==> src/rtl/eva_ahb_slv.sv <==
// AHB-Lite word-addressed memory slave with optional wait states and a
// two-cycle ERROR response for illegal transfers.
module eva_ahb_slv #(
    parameter int          DEPTH     = 64,
    parameter logic [31:0] BASE_ADDR = 32'h0000_0000,
    parameter int          WAIT_CYC  = 0
) (
    input  logic        hclk,
    input  logic        hrest,
    input  logic        hsel,
    input  logic [1:0]  htrans,
    input  logic        hwrite,
    input  logic [31:0] haddr,
    input  logic [1:0]  hsize,
    input  logic [31:0] hwdata,
    input  logic        hready_in,
    output logic        hready_out,
    output logic [1:0]  hresp,
    output logic [31:0] hrdata,
    output logic [15:0] err_cnt
);

    localparam int          AW    = $clog2(DEPTH);
    localparam logic [32:0] SPAN  = 33'(4 * DEPTH);
    localparam logic [2:0]  WLAST = 3'((WAIT_CYC > 0) ? (WAIT_CYC - 1) : 0);

    typedef enum logic [1:0] {
        IDLE,
        WAIT,
        ERR1,
        ERR2
    } state_e;

    state_e        state_q, state_d;
    logic [2:0]    wcnt_q, wcnt_d;
    logic          pend_q, pend_d;
    logic          write_q, write_d;
    logic [AW-1:0] addr_q, addr_d;
    logic [15:0]   err_cnt_q, err_cnt_d;
    logic [31:0]   mem_q [DEPTH];

    logic          accept;
    logic          legal;
    logic          complete;
    logic [32:0]   offset;
    logic [AW-1:0] index;

    // An address below BASE_ADDR borrows into bit 32, so one compare covers both bounds.
    always_comb begin
        offset   = {1'b0, haddr} - {1'b0, BASE_ADDR};
        index    = offset[AW+1:2];
        legal    = (hsize == 2'b10) && (haddr[1:0] == 2'b00) && (offset < SPAN);
        accept   = hsel && (htrans == 2'b10 || htrans == 2'b11) && hready_in &&
                   (state_q == IDLE || state_q == ERR2);
        complete = (state_q == IDLE) && pend_q;
    end

    always_comb begin
        state_d    = state_q;
        wcnt_d     = wcnt_q;
        pend_d     = pend_q;
        write_d    = write_q;
        addr_d     = addr_q;
        err_cnt_d  = err_cnt_q;
        hready_out = 1'b1;
        hresp      = 2'b00;
        hrdata     = '0;
        case (state_q)
            IDLE, ERR2: begin
                if (state_q == ERR2) begin
                    hresp = 2'b01;
                    if (err_cnt_q != 16'hFFFF) begin
                        err_cnt_d = err_cnt_q + 16'd1;
                    end
                end
                if (complete && !write_q) begin
                    hrdata = mem_q[addr_q];
                end
                pend_d  = 1'b0;
                state_d = IDLE;
                // A new address phase overlaps the data phase completing this cycle.
                if (accept) begin
                    write_d = hwrite;
                    addr_d  = index;
                    if (!legal) begin
                        state_d = ERR1;
                    end else begin
                        pend_d = 1'b1;
                        if (WAIT_CYC > 0) begin
                            state_d = WAIT;
                            wcnt_d  = '0;
                        end
                    end
                end
            end
            WAIT: begin
                hready_out = 1'b0;
                if (wcnt_q == WLAST) begin
                    state_d = IDLE;
                    wcnt_d  = '0;
                end else begin
                    wcnt_d = wcnt_q + 3'd1;
                end
            end
            ERR1: begin
                hready_out = 1'b0;
                hresp      = 2'b01;
                state_d    = ERR2;
            end
            default: state_d = IDLE;
        endcase
    end

    always_ff @(posedge hclk or posedge hrest) begin
        if (hrest) begin
            state_q   <= IDLE;
            wcnt_q    <= '0;
            pend_q    <= 1'b0;
            write_q   <= 1'b0;
            addr_q    <= '0;
            err_cnt_q <= '0;
        end else begin
            state_q   <= state_d;
            wcnt_q    <= wcnt_d;
            pend_q    <= pend_d;
            write_q   <= write_d;
            addr_q    <= addr_d;
            err_cnt_q <= err_cnt_d;
        end
    end

    always_ff @(posedge hclk or posedge hrest) begin
        if (hrest) begin
            for (int i = 0; i < DEPTH; i++) begin
                mem_q[i] <= '0;
            end
        end else if (complete && write_q) begin
            mem_q[addr_q] <= hwdata;
        end
    end

    assign err_cnt = err_cnt_q;

endmodule

==> config.mk <==
export PLATFORM = sky130hd
export DESIGN_NAME = eva_ahb_slv
export DESIGN_NICKNAME = d
export VERILOG_FILES = /design/src/rtl/eva_ahb_slv.sv
export SDC_FILE = /design/constraint.sdc
export NUM_CORES = 2
export LEC_CHECK = 0
export ABC_AREA = 1
export ABC_CLOCK_PERIOD_IN_PS = 121200
export CAP_MARGIN = 20
export CORE_MARGIN = 1
export CORE_UTILIZATION = 45
export DETAILED_ROUTE_END_ITERATION = 12
export PLACE_DENSITY_LB_ADDON = 0.05
export SLEW_MARGIN = 10
export SYNTH_ARGS = -nofsm -noshare
export SYNTH_HDL_FRONTEND = slang
export SYNTH_SLANG_ARGS = --single-unit
==> constraint.sdc <==
create_clock -name hclk -period 121.2 [get_ports hclk]
set_clock_uncertainty 0.15 [all_clocks]
set_input_delay 12.12 -clock hclk [delete_from_list [all_inputs] [get_ports hclk]]
set_output_delay 12.12 -clock hclk [all_outputs]
set_load 0.005 [all_outputs]
Yosys cells after proc, flatten, opt, wreduce, memory -nomap -nowiden

Index checks and enable logic that the tools add are counted.

Output and inout port bits: 51
Logic and storage cells: 121
Bits in registers: 2077
Input bits: 73

Eq/ne operators: 8
Order comparisons: 3
Mux-type cells: 18
Reduce and logical (&&, ||, !) cells: 19
Add/subtract/negate cells: 2
Bitwise operators: 1

Operator list:

| cell                  | number |
|---|---|
| $bwmux 2048           | 1 |
| $bmux 32 s6           | 1 |
| $demux 32 s6          | 1 |
| $mux 32               | 5 |
| $lt 32x9->1 const B   | 1 |
| $add 16x1->16 const B | 1 |
| $ne 16x16->1 const B  | 1 |
| $eq 2x2->1 const B    | 5 |
| $logic_and 1x1->1     | 9 |
| $ge 7x7->1 const B    | 1 |
| $lt 7x1->1 const B    | 1 |
| $not 6->7             | 1 |
| $mux 2                | 3 |
| $pmux 2 s3            | 1 |
| $logic_not 2->1       | 2 |
| $mux 1                | 4 |
| $reduce_or 2->1       | 2 |
| $add 3x1->3 const B   | 1 |
| $logic_not 3->1       | 1 |
| $mux 3                | 1 |
| $reduce_and 3->1      | 1 |
| $eq 2x1->1 const B    | 1 |
| $logic_or 1x1->1      | 2 |
| $ne 2x2->1 const B    | 1 |
| other kinds (3)       | 3 |

Longest topological paths before layout

Word-level depth: 7
Gate-level depth with buffers: 14
Depth with buffers taken out: 11

Worst setup path after synthesis

No wires, ideal clock.

Kind: register to output
Start: register addr_q[5]
End: output hrdata[10]
Required time: 108.930 ns
Buffers on the path: 2
Slack: 107.072 ns
Arrival time: 1.858 ns
Stages on the path, launching flop included: 8
Cells stage by stage: dfrtp_1 -> nor3_1 -> clkbuf_1 -> clkbuf_1 -> nand2_1 -> nand2_1 -> nor2_1 -> a21oi_1

Longest elaborated chain between the ends: 6

Ends and longest elaborated chain:

| element                                    | line | RTL |
|---|---|---|
| start: declaration                         | 38   | `logic [AW-1:0] addr_q, addr_d;` |
| start signal: assignment                   | 127  | `addr_q <= addr_d;` |
| $not 6->7 (implied by the code)            | 77   | `hrdata = mem_q[addr_q];` |
| $bmux 32 s6                                | 77   |  |
| $mux 32 (implied by the code) (2 in a row) | 77   |  |
| $mux 32                                    | 76   | `if (complete && !write_q) begin` |
| $mux 32                                    | 68   | `case (state_q)` |
| end: declaration                           | 19   | `output logic [31:0] hrdata,` |

Every way passes these cells. The select of a mux whose other input is x is not followed.

Final worst setup path

Start: register addr_q[0]
End: output hrdata[0]

Same word-level chain as after synthesis.

==> impl_metrics.env <==
export IMPL_status="complete, no violations"
export IMPL_yosysSeqAreaShare_pct=53.4
export IMPL_cp_required_ns=108.93
export IMPL_rsz0062_at_grt="false"
export IMPL_seqPwrFrac_pct=37.0
export IMPL_grt_usage_pct=29.7
export IMPL_avgViaCountPerCell=5.27
export IMPL_ioPinCount=124
export IMPL_hpwlAfterDp_um=172000
export IMPL_avgSynthCellArea_um2=7.32
export IMPL_critPathLaunchType="register"
export IMPL_power_total_w=0.00189
export IMPL_fin_tns_setup_ns=0
export IMPL_pre_cts_ws_ns=101.97
export IMPL_hold_path_class="reg -> reg"
export IMPL_postLayoutCoreUtil_pct=50.1
export IMPL_fin_crit_sh_pct=16.8
export IMPL_netlist_instances=13300
export IMPL_drc_errors=0
export IMPL_netSwitchingFraction_pct=34.4
export IMPL_numCtsBuffers=228
export IMPL_final_hold_viol_count=0
export IMPL_layout_commonest_cell="nand2_1"
export IMPL_core_area_mm2=0.215
export IMPL_synthTopCellsByArea="dfrtp_1 (53%), nand2_1 (30%), o21ai_0 (9.8%)"
export IMPL_p_leak_nw=59.8
export IMPL_clock_latency_ns=0.89
export IMPL_fin_crit_ns=20.30
export IMPL_fin_ws_ns=100.90
export IMPL_grt_max_degree=178
export IMPL_cp_max_fo=177
export IMPL_drtAntennaViolNets=0
export IMPL_synth_largest_area_cell="dfrtp_1"
export IMPL_ir_drop_mv=0.0173
export IMPL_synth_area_mm2=0.0974
export IMPL_p_clk_share_pct=37.8
export IMPL_maxCapViolCount=0
export IMPL_areaGrowthSynthToFinish_pct=10.6
export IMPL_comb_power_share_pct=25.1
export IMPL_maxSlewHeadroom_pct=21.6
export IMPL_yosysWarnings=0
export IMPL_nets=12900
export IMPL_cts_sinks=2077
export IMPL_final_layout_size_suffix_gt1_share_pct=5.24
export IMPL_cts_tree="built"
export IMPL_synthesis_nets=13400
export IMPL_drt_pass1_iterations=8
export IMPL_drt_initial_drc_count=7977
export IMPL_fp_row_count=170
export IMPL_critPathKind="reg -> out"
export IMPL_die_width_um=467
export IMPL_cts_setup_buffers=0
export IMPL_max_freq_ghz=0.0493
export IMPL_grt_pass1_vias=79400
export IMPL_start_util_pct=45.3
export IMPL_root_buffer="clkbuf_16"
export IMPL_p_int_w=0.00124
export IMPL_critical_path_arrival_ns=8.03
export IMPL_mostFrequentLayoutCells="nand2_1 (7,776), dfrtp_1 (2,074), o21ai_0 (1,899), clkbuf_16 (232), buf_4 (173)"
export IMPL_num_vias=83500
export IMPL_setup_viol=0
export IMPL_cts_resized=0
export IMPL_die_y_um=467
export IMPL_worstMarginPinSlew_ns=1.18
export IMPL_numPortBuffers=121
export IMPL_wirelength_um=322000
export IMPL_grt_overflow_total=0
export IMPL_slew_viol_final=0
export IMPL_post_drt_wl_per_cell_um=20.3
export IMPL_placed_cells=15400
export IMPL_yosysUniqueCellTypes=31
export IMPL_powerDensity_mw_per_mm2=17.6
export IMPL_gp_congestion=0.864
export IMPL_power_net_switching_w=0.000651
export IMPL_cts_hold_buf=0
export IMPL_grt_pass1_wl_um=495000
export IMPL_ctsHtreeMaxLevel=4
export IMPL_antenna_found_initial=9
export IMPL_end_kind="output port"
export IMPL_dieArea_mm2=0.218
export IMPL_stdcell_count=15900
export IMPL_synth_top_cell_area_share_pct=53.4
export IMPL_yosys_register_bits=2077
export IMPL_cts_reportedPaths_clkPinSlew_ns=0.06
export IMPL_clockBufferDepth=3
==> cells by family after synthesis <==
group | Yosys count | share of synthesized area [%]
compound gates | 2112 | 10.9
xor+xnor | 13 | 0.117
fa+ha+maj | 9 | 0.116
buf+inv | 1082 | 4.27
flops | 2077 | 53.4
mux | 1 | 0.0103
other cells | 1 | 0.00385
simple gates | 8002 | 31.2
==> power by group through the flow <==
stage | Sequential (W) | Clock, W | Combinational [W]
floorplan | 0.000711 | 0 | 0.000308
global placement | 0.000713 | 0 | 0.000471
finish | 0.000700 | 0.000715 | 0.000475
global route | 0.000700 | 0.000758 | 0.000530
CTS | 0.000700 | 0.000730 | 0.000473
detailed placement | 0.000713 | 0 | 0.000471
==> path summary, 6_finish.rpt <==
path	start	end	slack [ns]	depth (start not counted)
min	mem_q[820]$_DFFE_PP0P_	mem_q[820]$_DFFE_PP0P_	0.33	2
max reg2reg	addr_q[0]$_DFFE_PP0P_	mem_q[56]$_DFFE_PP0P_	115.51	9
min in group asynchronous	hrest	wcnt_q[0]$_DFFE_PP0N_	11.67	2
min reg2reg	mem_q[820]$_DFFE_PP0P_	mem_q[820]$_DFFE_PP0P_	0.33	2
max	addr_q[0]$_DFFE_PP0P_	hrdata[0]	100.90	16
max in group asynchronous	hrest	mem_q[102]$_DFFE_PP0P_	104.41	8
==> Yosys cell counts <==
library cell and instances:
mux2i_1 1, clkinv_1 32, nand3_1 20, nand3_2 1, nand2_1 7776, nand3b_1 3, nand4_1 5, o21ai_0 1899
buf_1 32, o221ai_1 1, a21oi_1 32, ha_1 9, inv_2 2, o21ai_1 170, nor3_2 2, clkbuf_1 906
buf_4 3, nor2_1 110, or2_2 3, a21o_1 1, xnor2_1 5, nor3_1 12, xor2_1 8, inv_1 36
buf_2 71, nand2_2 64, o22ai_1 1, conb_1 1, o211ai_1 8, dfrtp_1 2077, nor4_4 6
==> routing by layer <==
layer | vias to the layer above | track usage, % | wire, um
met4 | 0 | 10.5 | 11800
met2 | 2301 | 47.1 | 144000
met5 | - | 0 | 0
met1 | 40300 | 41.6 | 146000
li1 | 40500 | - | -
met3 | 411 | 4.29 | 19800
==> flip-flops by register name (all words and copies together) (netlist names) <==
signal,cells
write_q,1
pend_q,1
err_cnt,16
addr_q,6
mem_q,2048
wcnt_q,3
state_q,2
==> critical path: stages (launching register included) <==
cell and delay [ns]:
dfrtp_4 0.81, buf_4 0.73, buf_4 0.66, buf_4 0.75
buf_12 0.74, buf_4 0.92, nand2_1 0.13, nand2_1 0.10
nand2_1 0.05, nand2_1 0.14, nand2_1 0.08, nand2_1 0.11
nand2_1 0.05, nand2_1 0.10, nor2_1 0.05, a21oi_1 0.65
clkdlybuf4s50_1 0.65
==> layout make-up <==
class                      count  area (um2)
fill                       21200      107000
inverter                      70         293
sequential                  2077       52000
multi-input combinational  10100       41300
clock buffer                 357        7050
timing repair buffer         306        2770
clock inverter                65         721
tap                         2838        3550
antenna                        4        10.0
==> per-stage QoR <==
step                area, um2  hold slack (ns)
global route           108000            0.343
detailed placement      99800            0.320
global placement        99800            0.314
finish                 108000            0.330
CTS                    108000            0.336
floorplan               97400            0.296
Power figures use the tool's default switching activity.
